**src/rtl/reg_file_scan.sv**
```systemverilog
// Parametrised register file with two bypassable read ports, a dedicated PC
// write path, and a snapshot dump engine streaming all registers over valid/ready.
module reg_file_scan #(
  parameter int                DATA_W    = 16,
  parameter int                ADDR_W    = 3,
  parameter int                PC_REG    = 0,
  parameter logic [DATA_W-1:0] RESET_VAL = '1,
  parameter bit                BYPASS    = 1'b1
) (
  input  logic              clk,
  input  logic              proc_rst,
  input  logic [ADDR_W-1:0] ra,
  input  logic [ADDR_W-1:0] rb,
  output logic [DATA_W-1:0] ra_data,
  output logic [DATA_W-1:0] rb_data,
  input  logic              reg_write,
  input  logic [ADDR_W-1:0] rc,
  input  logic [DATA_W-1:0] rc_data,
  input  logic              pc_write,
  input  logic [DATA_W-1:0] pc_in,
  output logic [DATA_W-1:0] pc_out,
  input  logic              dump_start,
  output logic              dump_valid,
  input  logic              dump_ready,
  output logic [ADDR_W-1:0] dump_idx,
  output logic [DATA_W-1:0] dump_data,
  output logic              dump_busy,
  output logic              dump_done
);
  localparam int                NUM_REGS = 2**ADDR_W;
  localparam logic [ADDR_W-1:0] LAST_IDX = ADDR_W'(NUM_REGS-1);

  typedef enum logic [1:0] {IDLE, SEND, DONE} state_t;

  logic [NUM_REGS-1:0][DATA_W-1:0] regs, snap, wr_val;
  logic [NUM_REGS-1:0]             wr_en;
  state_t                          state;

  // Per-register winning write: on the PC register pc_in beats rc_data.
  for (genvar i = 0; i < NUM_REGS; i++) begin : g_wr
    if (i == PC_REG) begin : g_pc
      assign wr_en[i]  = !proc_rst && (pc_write || (reg_write && rc == ADDR_W'(i)));
      assign wr_val[i] = pc_write ? pc_in : rc_data;
    end else begin : g_gpr
      assign wr_en[i]  = !proc_rst && reg_write && rc == ADDR_W'(i);
      assign wr_val[i] = rc_data;
    end
  end

  always_ff @(posedge clk) begin
    for (int i = 0; i < NUM_REGS; i++) begin
      if (proc_rst)      regs[i] <= RESET_VAL;
      else if (wr_en[i]) regs[i] <= wr_val[i];
    end
  end

  assign ra_data   = (BYPASS && wr_en[ra]) ? wr_val[ra] : regs[ra];
  assign rb_data   = (BYPASS && wr_en[rb]) ? wr_val[rb] : regs[rb];
  assign pc_out    = regs[PC_REG];
  assign dump_data = snap[dump_idx];

  // Snapshot captures pre-edge contents, so live writes never leak into a dump.
  always_ff @(posedge clk) begin
    if (proc_rst) begin
      state      <= IDLE;
      dump_idx   <= '0;
      dump_valid <= 1'b0;
      dump_busy  <= 1'b0;
      dump_done  <= 1'b0;
      snap       <= {NUM_REGS{RESET_VAL}};
    end else begin
      case (state)
        IDLE: begin
          dump_done <= 1'b0;
          if (dump_start) begin
            snap       <= regs;
            dump_idx   <= '0;
            dump_valid <= 1'b1;
            dump_busy  <= 1'b1;
            state      <= SEND;
          end
        end
        SEND: begin
          if (dump_ready) begin
            if (dump_idx != LAST_IDX) begin
              dump_idx <= dump_idx + ADDR_W'(1);
            end else begin
              dump_valid <= 1'b0;
              dump_busy  <= 1'b0;
              dump_done  <= 1'b1;
              state      <= DONE;
            end
          end
        end
        DONE: begin
          dump_done <= 1'b0;
          dump_idx  <= '0;
          state     <= IDLE;
        end
        default: state <= IDLE;
      endcase
    end
  end
endmodule

```
**config.mk**
```make
export PLATFORM = sky130hd
export DESIGN_NAME = reg_file_scan
export DESIGN_NICKNAME = d
export VERILOG_FILES = /design/src/rtl/reg_file_scan.sv
export SDC_FILE = /design/constraint.sdc
export NUM_CORES = 1
export LEC_CHECK = 0
export CAP_MARGIN = 10
export CORE_AREA = 2 2 172 174
export DETAILED_ROUTE_END_ITERATION = 8
export DIE_AREA = 0 0 174 176
export GPL_TIMING_DRIVEN = 0
export HOLD_SLACK_MARGIN = 0.05
export PLACE_DENSITY = 0.71
export SETUP_SLACK_MARGIN = 0.4
export SYNTH_ARGS = -nofsm -noshare
export SYNTH_HDL_FRONTEND = slang
export SYNTH_SLANG_ARGS = --single-unit
```
**constraint.sdc**
```tcl
create_clock -name clk -period 2.61 [get_ports clk]
set_input_delay 0.261 -clock clk [delete_from_list [all_inputs] [get_ports clk]]
set_output_delay 0.261 -clock clk [all_outputs]
set_load 0.05 [all_outputs]
```
==> results of run 1 <==
==> through the flow <==
step	setup slack, ps	utilization
2_1_floorplan	114.8	-
3_5_place_dp	-1110	0.5579
6_report	51.62	0.6712
5_1_grt	12.68	0.6712
4_1_cts	32.52	0.6527
3_3_place_gp	-1089	0.5579
==> state kept, by name (all words and copies together), names as in the netlist <==
register and count:
regs 112, snap 128, dump_idx 3, dump_done 1
state 2, dump_busy 1, pc_out 16
==> cell usage in the layout (no fill, tap or decap), drive strengths merged, types with 3 or more instances in the layout <==
master,n
mux4,96
a32oi,32
nor3b,4
buf,248
nor4b,3
o21bai,16
nand3b,114
dfxtp,263
nand2b,3
dlymetal6s2s,6
nor2,27
nand3,7
bufinv,3
dlygate4sd2,4
mux2i,32
clkbuf,137
mux2,49
a211oi,16
clkinv,8
nor2b,147
a211o,130
nand2,226
clkdlybuf4s50,33
o21ai,4
a21oi,35
==> metal layers <==
layer | global-route usage | vias to the layer above | part of all wire | wire length (µm)
met3 | 0.04543 | 191 | 0.090 | 4873
li1 | - | 5599 | - | -
met2 | 0.5465 | 851 | 0.46 | 25270
met4 | 0.1852 | 0 | 0.067 | 3624
met5 | 0 | - | 0 | 0
met1 | 0.4532 | 6753 | 0.38 | 20650
==> power groups by stage <==
stage               sequential, mW  clock, mW  combinational (mW)
finish                        4.32       4.16                2.17
CTS                           4.31       4.14                2.04
detailed placement            4.47          0                1.78
global route                  4.33       4.32                2.27
floorplan                     4.39          0                1.29
global placement              4.46          0                1.75
==> worst max-delay path, stage by stage, from the launching register on <==
cell       delay (ps)
dfxtp_2           340
clkbuf_16         170
buf_12            110
buf_12            120
mux4_2            510
mux2_4            310
buf_6             160
==> repair_timing <==
item	4_1_cts	5_1_grt
setup endpoints to repair	90	148
pin swaps	11	11
setup buffers	86	36
gates cloned	3	2
gates resized for setup	700	78
==> final timing paths <==
kind / from / depth (start not counted) / end / slack [ps]
setup / recovery: dump_idx[0] / 6 / dump_data[12] / 50
hold / removal: rc_data[12] / 3 / regs[44] / 130
setup reg to reg: state[1] / 5 / snap[114] / 580
hold reg to reg: regs[55] / 1 / snap[55] / 490
==> cell families (layout without fill, tap and decap cells) <==
| kind of cell | Yosys count | count (layout) | share of synthesized area |
|---|---|---|---|
| buffers and inverters | 168 | 440 | 0.05847 |
| xor gates and xnor gates | 4 | 4 | 0.002473 |
| and+or+nand+nor | 543 | 543 | 0.2094 |
| muxes | 177 | 177 | 0.2142 |
| DFF | 263 | 263 | 0.3716 |
| adders and majority gates | 2 | 2 | 0.001766 |
| AOI/OAI and AO/OA | 243 | 243 | 0.1421 |
==> layout make-up <==
type / count / area, µm²
clock buffers: 40 / 805.8
multi-input cells: 969 / 8987
inverters: 1 / 3.754
flip-flops and latches: 263 / 5575
fillers: 2084 / 9385
clock inverters: 11 / 141.4
repair buffers: 221 / 2044
well taps: 384 / 480.5
plain buffers: 167 / 1124
==> flow_metrics.env, run 1 <==
export IMPL_status="completed"
export IMPL_track_usage=0.3418
export IMPL_grt_pass1_vias=12840
export IMPL_max_freq_mhz=390.9
export IMPL_slew_headroom=0.2788
export IMPL_final_nets=1700
export IMPL_h_tree_depth=1
export IMPL_yosysMostFrequentCell="dfxtp_1"
export IMPL_worst_slew_pin_slew_ps=1082
export IMPL_vdd_ir_drop_worst_uv=479.8
export IMPL_setup_viol=0
export IMPL_skew_ps=33.43
export IMPL_clk_pin_slew_worst_paths_ps=70
export IMPL_drive_above_1_share=0.3983
export IMPL_pin_count=117
export IMPL_maxSlewViolCount=0
export IMPL_seq_power_share=0.405
export IMPL_yosysTopAreaCell="dfxtp_1"
export IMPL_viasPerCell=6.515
export IMPL_clk_path_buf_depth=3
export IMPL_fin_area_mm2=0.01916
export IMPL_cp_max_fo=6
export IMPL_power_density_mw_per_mm2=556.1
export IMPL_period_needed_ps=2558
export IMPL_power_internal_mw=7.568
export IMPL_swShare=0.2898
export IMPL_cap_viol_max_count=0
export IMPL_hold_path_class="in2reg"
export IMPL_synth_enable_flop_cells=0
export IMPL_critPathKind="reg2out"
export IMPL_postSynthAreaPerCell_um2=10.12
export IMPL_arrival_ps=2300
export IMPL_end_kind="output pin"
export IMPL_vias=13390
export IMPL_ys_warn_count=0
export IMPL_p_switching_mw=3.088
export IMPL_clkSinkCount=263
export IMPL_core_mm2=0.02855
export IMPL_grt_pass1_wl_um=79030
export IMPL_dpl_hpwl_um=38320
export IMPL_synth_top_area_frac=0.3716
export IMPL_core_rowCount=62
export IMPL_dpl_cell_area_mm2=0.01593
export IMPL_fin_cells=2056
export IMPL_cts_tree="yes"
export IMPL_placedCellCount=1878
export IMPL_synthFlopType="dfxtp_1"
export IMPL_routed_wirelength_um=54420
export IMPL_numCtsBuffers=28
export IMPL_yosys_top_cells_count="263 x dfxtp_1, 226 x nand2_1, 147 x nor2b_1, 130 x a211o_1, 114 x nand3b_1"
export IMPL_ys_seq_elements=263
export IMPL_first_iter_violations=1556
export IMPL_drc_errors=0
export IMPL_firstDrtPassIters=5
export IMPL_clkLatencyLatePin_ps=570
export IMPL_start_util=0.4963
export IMPL_syn_to_final_growth_pct=35.26
export IMPL_die_h_um=176
export IMPL_finalSetupTns_ps=0
export IMPL_finalCritPeriodShare=0.9802
export IMPL_rsz0062_at_grt="true"
export IMPL_ys_types=49
export IMPL_power_mw=10.66
export IMPL_antenna_cells=0
export IMPL_synthesis_nets=1449
export IMPL_die_area_mm2=0.03062
export IMPL_async_flop_share=0
export IMPL_final_hold_viol_count=0
export IMPL_ctsHoldBuffers=0
export IMPL_place_gp_congestion=0.9100
export IMPL_numPortBuffers=94
export IMPL_p_leak_nw=7.195
export IMPL_critPathRequiredTime_ps=2350
export IMPL_timing_hold_ws_ps=129.8
export IMPL_grt_overflow_total=0
export IMPL_die_x_um=174
export IMPL_syn_inst=1400
export IMPL_drtAntennaViolNets=0
export IMPL_antenna_found_initial=0
export IMPL_start_kind="flop"
export IMPL_clockRootBuffer="clkbuf_16"
export IMPL_seq_area_frac_synth=0.3716
export IMPL_comb_power_share=0.204
export IMPL_clkPwrFrac=0.391
export IMPL_netlist_area_mm2=0.01417
export IMPL_wire_per_inst_um=26.47
export IMPL_netlist_top_cells_area="dfxtp_1 37%, mux4_2 15%, a211o_1 8.0%"
export IMPL_grt_max_degree=15
Power figures use the tool's default switching activity.
==> inputs of run 2 (changes only) <==
--- a/config.mk
+++ b/config.mk
@@ -7,6 +7,7 @@
 export LEC_CHECK = 0
 export CAP_MARGIN = 10
 export CORE_AREA = 2 2 172 174
+export CTS_CLUSTER_SIZE = 10
 export DETAILED_ROUTE_END_ITERATION = 8
 export DIE_AREA = 0 0 174 176
 export GPL_TIMING_DRIVEN = 0
==> run 2 against run 1 <==
Net effect:
- total power is 3.8% lower
- clock power decreased by 9.4%
- critical endpoint is now dump_data[0]
- setup slack better by 10 ps
- non-clock buffer count shrank 4
- global-route usage is 0.44 points lower
- wire length decreased by 1.1%
- via count decreased by 1.4%
- final cell count is 0.92% lower
- clock skew decreased by 21 ps
- critical path depth down 1
==> flow_metrics.env, run 2 (synthesis results as in run 1) <==
export IMPL_grt_overflow_total=0
export IMPL_finalSetupTns_ps=0
export IMPL_p_leak_nw=7.095
export IMPL_layout_commonest_cell="nand2_1"
export IMPL_track_usage=0.3375
export IMPL_grt_pass1_vias=12740
export IMPL_numPortBuffers=94
export IMPL_antenna_cells=0
export IMPL_vdd_ir_drop_worst_uv=601.4
export IMPL_crit_reg2reg_launch="state[1]"
export IMPL_comb_power_share=0.212
export IMPL_hp_start="rc_data[12]"
export IMPL_clkPwrFrac=0.367
export IMPL_worst_slew_pin_slew_ps=1084
export IMPL_cts_tree="yes"
export IMPL_place_gp_congestion=0.9100
export IMPL_regMostFlops="snap"
export IMPL_whs_path_depth=3
export IMPL_core_rowCount=62
export IMPL_max_freq_mhz=392.5
export IMPL_wire_per_inst_um=26.43
export IMPL_grt_max_degree=15
export IMPL_clkSinkCount=263
export IMPL_drtAntennaViolNets=0
export IMPL_ctsHoldBuffers=0
export IMPL_final_cell_mix="226 x nand2_1, 154 x buf_4, 146 x nor2b_1"
export IMPL_grt_pass1_wl_um=77740
export IMPL_routed_wirelength_um=53840
export IMPL_h_tree_depth=1
export IMPL_slew_headroom=0.2771
export IMPL_antenna_found_initial=0
export IMPL_rsz0062_at_grt="true"
export IMPL_cp_max_fo=5
export IMPL_power_density_mw_per_mm2=539.4
export IMPL_seq_power_share=0.421
export IMPL_dpl_cell_area_mm2=0.01593
export IMPL_die_x_um=174
export IMPL_drive_above_1_share=0.3938
export IMPL_finalCritPeriodShare=0.9762
export IMPL_dpl_hpwl_um=38320
export IMPL_maxSlewViolCount=0
export IMPL_p_switching_mw=2.981
export IMPL_setup_viol=0
export IMPL_end_kind="output pin"
export IMPL_clk_path_buf_depth=3
export IMPL_clkLatencyLatePin_ps=560
export IMPL_final_hold_viol_count=0
export IMPL_worstHoldEndpoint="regs[44]"
export IMPL_skew_ps=12.73
export IMPL_period_needed_ps=2548
export IMPL_start_util=0.4963
export IMPL_firstDrtPassIters=6
export IMPL_arrival_ps=2290
export IMPL_drc_errors=0
export IMPL_critPathRequiredTime_ps=2350
export IMPL_core_mm2=0.02855
export IMPL_viasPerCell=6.482
export IMPL_die_h_um=176
export IMPL_final_nets=1698
export IMPL_status="completed"
export IMPL_rr_endpoint="snap[121]"
export IMPL_critPathKind="reg2out"
export IMPL_swShare=0.2908
export IMPL_r2r_cells=5
export IMPL_numCtsBuffers=30
export IMPL_vias=13200
export IMPL_power_internal_mw=7.270
export IMPL_first_iter_violations=1911
export IMPL_fin_area_mm2=0.01900
export IMPL_hold_path_class="in2reg"
export IMPL_start_kind="flop"
export IMPL_largest_reg_flops=128
export IMPL_syn_to_final_growth_pct=34.13
export IMPL_r2r_slack_ps=570
export IMPL_clk_pin_slew_worst_paths_ps=60
export IMPL_cap_viol_max_count=0
export IMPL_pin_count=117
export IMPL_clockRootBuffer="clkbuf_16"
export IMPL_die_area_mm2=0.03062
## run 2: cell types whose count changed in the layout (fill, tap and decap cells not counted), sizes merged
cell,before,now
buf,248,241
bufinv,3,0
clkbuf,137,136
clkdlybuf4s50,33,40
clkinv,8,0
dlygate4sd2,4,3
dlymetal6s2s,6,0
## run 2: through the flow
| stage | setup WS [ps] | total power, mW | hold slack [ps] | utilization | cells |
|---|---|---|---|---|---|
| 4_1_cts | 45.94 | 10.07 | 138.4 | 0.6433 | 2000 |
| 3_5_place_dp | -1110 | 6.247 | 495.6 | 0.5579 | 1878 |
| 6_report | 62.07 | 10.25 | 149.6 | 0.6657 | 2037 |
| 5_1_grt | 50.57 | 10.50 | 166.1 | 0.6657 | 2037 |
| 3_3_place_gp | -1089 | 6.206 | 496.4 | 0.5579 | 1878 |
| 2_1_floorplan | 114.8 | 5.677 | 371.4 | - | 1400 |
## run 2: layout make-up
class	instances	area, µm²
Multi-Input combinational cell	969	8975
Clock buffer	36	814.5
Fill cell	2120	9544
Timing Repair Buffer	217	1998
Sequential cell	263	5588
Tap cell	384	480.5
Buffer	167	1144
Inverter	1	3.754
## run 2: metal layers
layer	global-route usage	vias to the layer above	wire length, µm
met4	0.1992	0	3652
met3	0.05254	187	5020
met5	0	-	0
met2	0.5377	871	24630
met1	0.4374	6575	20540
li1	-	5571	-
## run 2: power groups by stage
stage	sequential, mW	combinational, mW	clock, mW
2_1_floorplan	4.39	1.29	0
3_3_place_gp	4.46	1.75	0
3_5_place_dp	4.47	1.78	0
4_1_cts	4.31	2.00	3.76
5_1_grt	4.33	2.27	3.91
6_report	4.31	2.17	3.77
## run 2: repair_timing
action,in CTS,in global routing
endpoints found under the setup margin,85,148
setup buffers,84,32
cloned,2,5
pin swaps,12,13
resized for setup,683,97
## run 2: worst max path at each step
stage | start | cells past startpoint | to
after floorplan | rc[1] | 6 | ra_data[0]
after global placement | rb[0] | 7 | rb_data[6]
after detailed placement | rb[0] | 7 | rb_data[14]
after CTS | dump_idx[0] | 5 | dump_data[12]
after global routing | dump_idx[0] | 5 | dump_data[0]
final | dump_idx[0] | 5 | dump_data[0]
## run 2: worst max-delay path, stage by stage, from the launching register on
cell	delay, ps
dfxtp_4	380
clkbuf_16	200
clkbuf_16	170
mux4_2	500
mux2_2	310
buf_6	160
==> inputs of run 3 (changes only) <==
--- a/config.mk
+++ b/config.mk
@@ -6,13 +6,13 @@
 export NUM_CORES = 1
 export LEC_CHECK = 0
 export CAP_MARGIN = 10
-export CORE_AREA = 2 2 172 174
+export CORE_AREA = 2 2 174 176
 export CTS_CLUSTER_SIZE = 10
 export DETAILED_ROUTE_END_ITERATION = 8
-export DIE_AREA = 0 0 174 176
+export DIE_AREA = 0 0 176 178
 export GPL_TIMING_DRIVEN = 0
 export HOLD_SLACK_MARGIN = 0.05
-export PLACE_DENSITY = 0.71
+export PLACE_DENSITY = 0.7
 export SETUP_SLACK_MARGIN = 0.4
 export SYNTH_ARGS = -nofsm -noshare
 export SYNTH_HDL_FRONTEND = slang
==> run 3 against run 2 <==
Net effect:
- cell area rose by 0.49%
- worst hold slack improved by 16 ps
- critical path depth rose by 1
- via count rose by 1.2%
- flip-flop and latch count did not move
- largest cell class unchanged
- non-clock buffer count rose by 10
- highest routed layer unchanged
==> flow_metrics.env, run 3 (synthesis results as in run 1) <==
export IMPL_drc_errors=0
export IMPL_regMostFlops="snap"
export IMPL_crit_reg2reg_launch="state[1]"
export IMPL_dpl_hpwl_um=38420
export IMPL_critPathRequiredTime_ps=2350
export IMPL_die_x_um=176
export IMPL_numCtsBuffers=30
export IMPL_clk_pin_slew_worst_paths_ps=60
export IMPL_grt_max_degree=15
export IMPL_finalCritPeriodShare=0.9805
export IMPL_final_hold_viol_count=0
export IMPL_seq_power_share=0.419
export IMPL_final_nets=1708
export IMPL_max_stage_delay_ps=550
export IMPL_power_density_mw_per_mm2=539.5
export IMPL_vdd_ir_drop_worst_uv=563.4
export IMPL_core_rowCount=63
export IMPL_start_kind="flop"
export IMPL_firstDrtPassIters=8
export IMPL_track_usage=0.3413
export IMPL_grt_pass1_vias=12930
export IMPL_setup_viol=0
export IMPL_cp_max_fo=5
export IMPL_clkSinkCount=263
export IMPL_syn_to_final_growth_pct=34.79
export IMPL_wire_per_inst_um=26.60
export IMPL_period_needed_ps=2559
export IMPL_viasPerCell=6.512
export IMPL_grt_overflow_total=0
export IMPL_final_cell_mix="226 x nand2_1, 160 x buf_4, 156 x dfxtp_1"
export IMPL_whs_path_depth=3
export IMPL_layout_commonest_cell="nand2_1"
export IMPL_r2r_cells=5
export IMPL_max_freq_mhz=390.8
export IMPL_maxSlewViolCount=0
export IMPL_first_iter_violations=1746
export IMPL_hold_path_class="in2reg"
export IMPL_worstHoldEndpoint="regs[77]"
export IMPL_cp_cell_sequence="clkbuf_16 > buf_12 > buf_16 > mux4_2 > mux2_4 > buf_8"
export IMPL_drive_above_1_share=0.3933
export IMPL_largest_reg_flops=128
export IMPL_p_switching_mw=3.004
export IMPL_rr_endpoint="snap[120]"
export IMPL_n_fill_cell=2197
export IMPL_status="completed"
export IMPL_hp_start="rc_data[13]"
export IMPL_post_place_ws_ps=-1143
export IMPL_clockRootBuffer="clkbuf_16"
export IMPL_power_internal_mw=7.298
export IMPL_worst_slew_pin_slew_ps=1197
export IMPL_pin_count=117
export IMPL_die_h_um=178
export IMPL_timing_hold_ws_ps=165.2
export IMPL_clk_path_buf_depth=3
export IMPL_h_tree_depth=1
export IMPL_core_mm2=0.02940
export IMPL_cap_viol_max_count=0
export IMPL_fin_ws_ps=50.93
export IMPL_slew_headroom=0.1957
export IMPL_antenna_cells=0
export IMPL_comb_power_share=0.215
export IMPL_place_gp_congestion=0.9467
export IMPL_swShare=0.2916
export IMPL_slowest_stage="mux4_2"
export IMPL_end_kind="output pin"
export IMPL_r2r_slack_ps=490
export IMPL_routed_wirelength_um=54610
export IMPL_arrival_ps=2300
export IMPL_p_leak_nw=7.184
export IMPL_clkLatencyLatePin_ps=560
export IMPL_grt_pass1_wl_um=79720
export IMPL_die_area_mm2=0.03133
export IMPL_clkPwrFrac=0.366
export IMPL_skew_ps=8.746
export IMPL_finalSetupTns_ps=0
export IMPL_ctsHoldBuffers=0
export IMPL_drtAntennaViolNets=0
export IMPL_antenna_found_initial=0
export IMPL_vias=13370
export IMPL_cts_tree="yes"
export IMPL_critPathKind="reg2out"
export IMPL_rsz0062_at_grt="true"
export IMPL_numPortBuffers=94
export IMPL_start_util=0.4819
## run 3: cell types whose count changed in the layout (fill, tap and decap cells not counted), sizes merged
cell and change:
clkdlybuf4s15 +1, clkdlybuf4s50 -2, dlygate4sd2 -3, buf +12, dlymetal6s2s +2
## run 3: per-stage QoR
step,cells,util,power (mW),area [µm²]
after global routing,2053,0.6495,10.55,19100
after floorplan,1400,-,5.677,14510
final,2053,0.6495,10.30,19100
after global placement,1884,0.5419,6.212,15930
after detailed placement,1884,0.5419,6.247,15930
after CTS,2021,0.6355,10.16,18690
## run 3: worst max-delay path by stage
stage / start / to / slack [ps]
3_5_place_dp: rb[0] / rb_data[4] / -1140
6_report: dump_idx[0] / dump_data[2] / 50
5_1_grt: dump_idx[0] / dump_data[2] / 20
3_3_place_gp: rb[0] / rb_data[6] / -1110
4_1_cts: dump_idx[0] / dump_data[2] / 50
2_1_floorplan: rc[1] / ra_data[0] / 110
## run 3: per-layer routing
metal,vias up,routed length [µm],GRT usage,part of all wire
met4,0,3733,0.2045,0.068
met1,6671,20960,0.4499,0.38
li1,5608,-,-,-
met5,-,0,0,0
met3,201,5027,0.05307,0.092
met2,889,24890,0.5323,0.46
## run 3: worst max-delay path: cells and delay by family (launching register included)
| family | cells | cell delay [ps] |
|---|---|---|
| buffers and inverters | 4 | 540 |
| flip-flops | 1 | 340 |
| multiplexers | 2 | 850 |
## run 3: repair_timing
item                       CTS  global route
setup endpoints to repair   74           150
cloned                       5             1
gates resized for setup    702            77
setup buffers               96            31
pin swaps                   16             9
## run 3: layout make-up
type | count | area (µm²) | area share
inverter | 1 | 3.754 | 0.0001966
multi-input combinational | 969 | 8966 | 0.4695
timing repair buffer | 227 | 2143 | 0.1122
sequential | 263 | 5562 | 0.2912
tap | 390 | 488.0 | 0.02555
clock buffer | 36 | 814.5 | 0.04265
buffer | 167 | 1119 | 0.05858
## run 3: power by group through the flow
stage          Clock, mW  Combinational (mW)  Sequential [mW]
5_1_grt             3.90                2.31             4.33
3_5_place_dp           0                1.78             4.47
4_1_cts             3.75                2.09             4.32
2_1_floorplan          0                1.29             4.39
3_3_place_gp           0                1.75             4.46
6_report            3.77                2.21             4.32
